File: config.mk
export PLATFORM = sky130hd
export DESIGN_NAME = cpu_controller
export DESIGN_NICKNAME = d
export VERILOG_FILES = /design/src/rtl/cpu_controller.sv
export SDC_FILE = /design/constraint.sdc
export NUM_CORES = 1
export LEC_CHECK = 0
export ABC_CLOCK_PERIOD_IN_PS = 2520
export CORE_MARGIN = 4
export CORE_UTILIZATION = 25
export CTS_BUF_LIST = sky130_fd_sc_hd__clkbuf_2
export DETAILED_ROUTE_END_ITERATION = 16
export GPL_TIMING_DRIVEN = 0
export HOLD_SLACK_MARGIN = 0.03
export PLACE_DENSITY = 0.53
export REMOVE_ABC_BUFFERS = 1
export SYNTH_ARGS = -nofsm -noshare
export SYNTH_HDL_FRONTEND = slang
export SYNTH_SLANG_ARGS = --single-unit
File: constraint.sdc
create_clock -name clk -period 2.52 [get_ports clk]
set_input_delay 0.504 -clock clk [delete_from_list [all_inputs] [get_ports clk]]
set_output_delay 0.504 -clock clk [all_outputs]
set_load 0.01 [all_outputs]
File: src/rtl/cpu_controller.sv
// cpu_controller: 4-bit micro-sequenced datapath.
// A 3-bit program counter steps through a hard-wired 8-word control ROM.
// Each control word drives a 2:1 source mux, a 4-bit accumulator and a 4-bit ALU.
//
// Control word: [3] reg_we, [2] mux_sel (0 = mux_in_data, 1 = alu_out),
//               [1:0] alu_op (00 ADD, 01 SUB, 10 AND, 11 XOR)
//
// Build option: define CPU_HALT_EN to make the PC stop at 7 instead of
// wrapping. The trailing NOP words then hold the register until reset.
//
// Ports:
//   clk          in   clock, rising edge
//   rstn         in   asynchronous active-low reset
//   mux_in_data  in   [3:0] external load operand (mux source 0)
//   alu_in_data  in   [3:0] ALU B operand
//   pc_out       out  [2:0] program counter
//   rom_out      out  [3:0] control word at ROM[pc_out] (combinational)
//   reg_out      out  [3:0] accumulator
//   alu_out      out  [3:0] ALU result (combinational)
//   carry_out    out  ALU carry; on SUB, 1 means no borrow (combinational)

module cpu_pc (
  input  logic       clk,
  input  logic       rstn,
  output logic [2:0] pc_out
);
  logic [2:0] pc_q;
  logic [2:0] pc_d;

  always_comb begin
`ifdef CPU_HALT_EN
    pc_d = (pc_q == 3'd7) ? pc_q : pc_q + 3'd1;
`else
    pc_d = pc_q + 3'd1;  // 7 -> 0 wrap comes from the 3-bit overflow
`endif
  end

  always_ff @(posedge clk or negedge rstn) begin
    if (!rstn) pc_q <= 3'd0;
    else       pc_q <= pc_d;
  end

  assign pc_out = pc_q;
endmodule

module cpu_rom (
  input  logic [2:0] addr,
  output logic [3:0] word
);
  always_comb begin
    word = 4'b0000;
    case (addr)
      3'd0:    word = 4'b1000;  // LOAD
      3'd1:    word = 4'b1100;  // ADD
      3'd2:    word = 4'b1100;  // ADD
      3'd3:    word = 4'b1101;  // SUB
      3'd4:    word = 4'b1111;  // XOR
      3'd5:    word = 4'b1110;  // AND
      default: word = 4'b0000;  // NOP
    endcase
  end
endmodule

module cpu_mux (
  input  logic       sel,
  input  logic [3:0] in0,
  input  logic [3:0] in1,
  output logic [3:0] out
);
  assign out = sel ? in1 : in0;
endmodule

module cpu_reg (
  input  logic       clk,
  input  logic       rstn,
  input  logic       we,
  input  logic [3:0] d,
  output logic [3:0] q
);
  logic [3:0] reg_q;
  logic [3:0] reg_d;

  assign reg_d = we ? d : reg_q;

  always_ff @(posedge clk or negedge rstn) begin
    if (!rstn) reg_q <= 4'd0;
    else       reg_q <= reg_d;
  end

  assign q = reg_q;
endmodule

module cpu_alu (
  input  logic [1:0] op,
  input  logic [3:0] a,
  input  logic [3:0] b,
  output logic [3:0] y,
  output logic       carry
);
  logic [4:0] sum;

  always_comb begin
    sum = 5'd0;
    case (op)
      2'b00:   sum = {1'b0, a} + {1'b0, b};
      2'b01:   sum = {1'b0, a} + {1'b0, ~b} + 5'd1;  // carry set = no borrow
      2'b10:   sum = {1'b0, a & b};
      default: sum = {1'b0, a ^ b};
    endcase
  end

  assign y     = sum[3:0];
  assign carry = sum[4];
endmodule

module cpu_controller (
  input  logic       clk,
  input  logic       rstn,
  input  logic [3:0] mux_in_data,
  input  logic [3:0] alu_in_data,
  output logic [2:0] pc_out,
  output logic [3:0] rom_out,
  output logic [3:0] reg_out,
  output logic [3:0] alu_out,
  output logic       carry_out
);
  logic [3:0] reg_in;

  cpu_pc u_pc (
    .clk    (clk),
    .rstn   (rstn),
    .pc_out (pc_out)
  );

  cpu_rom u_rom (
    .addr (pc_out),
    .word (rom_out)
  );

  cpu_mux u_mux (
    .sel (rom_out[2]),
    .in0 (mux_in_data),
    .in1 (alu_out),
    .out (reg_in)
  );

  cpu_reg u_reg (
    .clk  (clk),
    .rstn (rstn),
    .we   (rom_out[3]),
    .d    (reg_in),
    .q    (reg_out)
  );

  cpu_alu u_alu (
    .op    (rom_out[1:0]),
    .a     (reg_out),
    .b     (alu_in_data),
    .y     (alu_out),
    .carry (carry_out)
  );
endmodule

==> flow_metrics.env <==
export IMPL_fmax_mhz=398
export IMPL_synth_area_um2=940
export IMPL_synth_cell_types=38
export IMPL_netlist_area_leader_share_pct=18.6
export IMPL_drtPass1Iterations=4
export IMPL_antenna_found_initial=0
export IMPL_ys_seq_elements=7
export IMPL_vias=892
export IMPL_num_rows=22
export IMPL_drt_initial_drc_count=68
export IMPL_design_portCount=26
export IMPL_crit_type="register to output port"
export IMPL_period_minus_slack_ns=2.51
export IMPL_period_share_pct=99.7
export IMPL_cpPeakStageDelay_ns=0.48
export IMPL_hpwl_um=1880
export IMPL_tns_ns=0
export IMPL_max_cap_violations=0
export IMPL_crit_fanout=6
export IMPL_clockBufferDepth=2
export IMPL_nets=168
export IMPL_grt_use_total_pct=10.4
export IMPL_grt_pass1_vias=930
export IMPL_final_hold_violation_count=0
export IMPL_syn_inst=110
export IMPL_p_per_area_mw_per_mm2=264
export IMPL_final_cell_mix="clkdlybuf4s50_1 (16), buf_4 (11), nand2_1 (8), nor2_1 (8), inv_1 (7)"
export IMPL_seq_area_frac_synth_pct=18.6
export IMPL_drive_gt1_share_pct=33.8
export IMPL_final_common_cell="clkdlybuf4s50_1"
export IMPL_grt_max_degree=12
export IMPL_crit_path_end_kind="output port"
export IMPL_coreArea_mm2=0.00363
export IMPL_post_route_util_pct=37.4
export IMPL_dieArea_mm2=0.00480
export IMPL_port_buffers=25
export IMPL_routed_wl_um=2500
export IMPL_startpoint_type="register"
export IMPL_p_leak_nw=0.602
export IMPL_clkLatencyLatePin_ns=0.23
export IMPL_path_cells="ha_4 -> nor2b_1 -> o211a_1 -> a2111o_1 -> nand3_2 -> a21boi_2 -> buf_2"
export IMPL_ir_drop_v=0.000134
export IMPL_finalSetupViolations=0
export IMPL_die_x_um=69.3
export IMPL_drc=0
export IMPL_yosysWarnings=0
export IMPL_avgSynthCellArea_um2=8.54
export IMPL_cts_clk_slew_worst_paths_ns=0.08
export IMPL_viasPerCell=4.69
export IMPL_diodes=0
export IMPL_fin_skew_ns=0.00933
export IMPL_timing_critical_path_arrival_ns=2.01
export IMPL_yosys_area_top_type="dfrtp_1"
export IMPL_maxSlewViolCount=0
export IMPL_die_h_um=69.3
export IMPL_cts_sinks=7
export IMPL_tightest_slew_ns=0.329
export IMPL_cts_tree="built"
export IMPL_wl_per_cell_um=13.2
export IMPL_ctsHoldBuffers=0
export IMPL_crit_slowest_cell="dfrtp_2"
export IMPL_cts_max_level=1
export IMPL_gp_congestion=0.819
export IMPL_rsz0062_at_grt="true"
export IMPL_slew_limit_headroom_pct=78.0
export IMPL_area_delta_synth_final_pct=44.7
export IMPL_status="complete, no violations"
export IMPL_grt_pass1_wl_um=4230
export IMPL_start_util_pct=25.9
export IMPL_cts_root_buf="clkbuf_2"
export IMPL_ant_nets=0
export IMPL_min_path_type="input pin to async pin"
export IMPL_overflow=0
export IMPL_synthTopCellsByArea="dfrtp_1 (19%), ha_1 (17%), fa_1 (4.3%)"
export IMPL_numCtsBuffers=3
export IMPL_crit_required_ns=2.02
[worst max-delay path: cells and delay by family (launching register included)]
kind / cells / cell delay, ns
simple gates: 2 / 0.24
compound gates: 3 / 0.67
flops: 1 / 0.48
fa+ha+maj: 1 / 0.25
buf+inv: 1 / 0.14
[synthesized netlist by cell type]
master	instances
o221ai_1	1
nand2b_1	2
dfrtp_1	7
nor4_4	1
fa_1	2
and3_1	1
xor2_1	1
a21boi_1	1
o21ai_0	6
a32oi_1	2
and2b_4	1
o21a_1	2
mux2i_1	4
nand2_1	8
o21ai_1	2
inv_2	1
nand3_1	4
o31ai_1	1
buf_4	4
a211oi_1	1
o32a_1	1
nor2b_2	1
nor2b_1	4
a211oi_2	1
inv_1	10
and2_1	2
o211a_1	1
nor2_1	9
and3b_1	1
o311ai_0	1
nor3b_2	1
buf_6	3
buf_2	1
a2111o_1	1
ha_1	13
a22oi_1	1
nand3b_1	1
a21oi_1	6
[kinds of logic after synthesis]
kind of cell             after synthesis  share of synthesized area, %
AO/OA/AOI/OAI                         28                          20.6
flip-flops                             7                          18.6
adder cells (fa/ha/maj)               15                          21.6
buffers and inverters                 19                          11.7
XOR/XNOR                               1                         0.932
multiplexers                           4                          4.26
AND/OR/NAND/NOR                       36                          22.2
[layout make-up]
cell class | instances | area, um^2
timing repair buffer | 36 | 307
multi-input combinational | 84 | 753
sequential | 7 | 179
clock inverter | 1 | 5.00
fill | 395 | 2270
tap | 48 | 60.1
clock buffer | 3 | 15.0
inverter | 11 | 41.3
[final timing paths]
check | startpoint | endpoint | slack, ns | depth (start not counted)
max | u_reg.q[1]$_DFFE_PN0N_ | alu_out[3] | 0.008 | 7
min | rstn | u_reg.q[2]$_DFFE_PN0N_ | 0.53 | 1
max reg2reg | u_reg.q[0]$_DFFE_PN0N_ | u_reg.q[2]$_DFFE_PN0N_ | 0.42 | 9
min reg2reg | u_pc.pc_out[0]$_DFF_PN0_ | u_pc.pc_out[0]$_DFF_PN0_ | 0.61 | 1
max in group asynchronous | rstn | u_reg.q[1]$_DFFE_PN0N_ | 1.72 | 1
min in group clk | u_pc.pc_out[0]$_DFF_PN0_ | u_pc.pc_out[0]$_DFF_PN0_ | 0.61 | 1
[metrics by stage]
step / hold WS (ns) / std cells / area, um^2 / power (mW) / worst slack [ns]
global placement: 0.532 / 175 / 1180 / 0.258 / -0.864
finish: 0.528 / 190 / 1360 / 0.359 / 0.00846
floorplan: 0.208 / 102 / 871 / 0.196 / 0.247
CTS: 0.519 / 187 / 1320 / 0.358 / -0.0548
detailed placement: 0.542 / 175 / 1180 / 0.260 / -0.905
global route: 0.527 / 190 / 1360 / 0.390 / -0.110
[report_power, final]
| part | switching (mW) | internal (mW) |
|---|---|---|
| Clock | 0.0419 | 0.0360 |
| Sequential | 0.00662 | 0.116 |
| Combinational | 0.0698 | 0.0880 |
| Total | 0.118 | 0.240 |
[layer usage]
metal | vias up | GRT usage (%) | routed length (um)
met5 | - | 0 | 0
li1 | 448 | - | -
met1 | 429 | 13.4 | 1200
met2 | 15 | 18.2 | 1220
met4 | 0 | 2.60 | 0
met3 | 0 | 1.45 | 73
[repair_timing]
| action | 4_1_cts | 5_1_grt |
|---|---|---|
| pin swaps | 7 | 8 |
| resized for setup | 49 | 5 |
| setup endpoints to repair | 7 | 6 |
| hold endpoints to repair | 0 | 0 |
| setup buffers | 8 | 3 |
[sequential cells by signal, summed over array words and instances (netlist names)]
signal,count
u_reg.q,4
u_pc.pc_out,3
(Power assumes the default switching activity.)
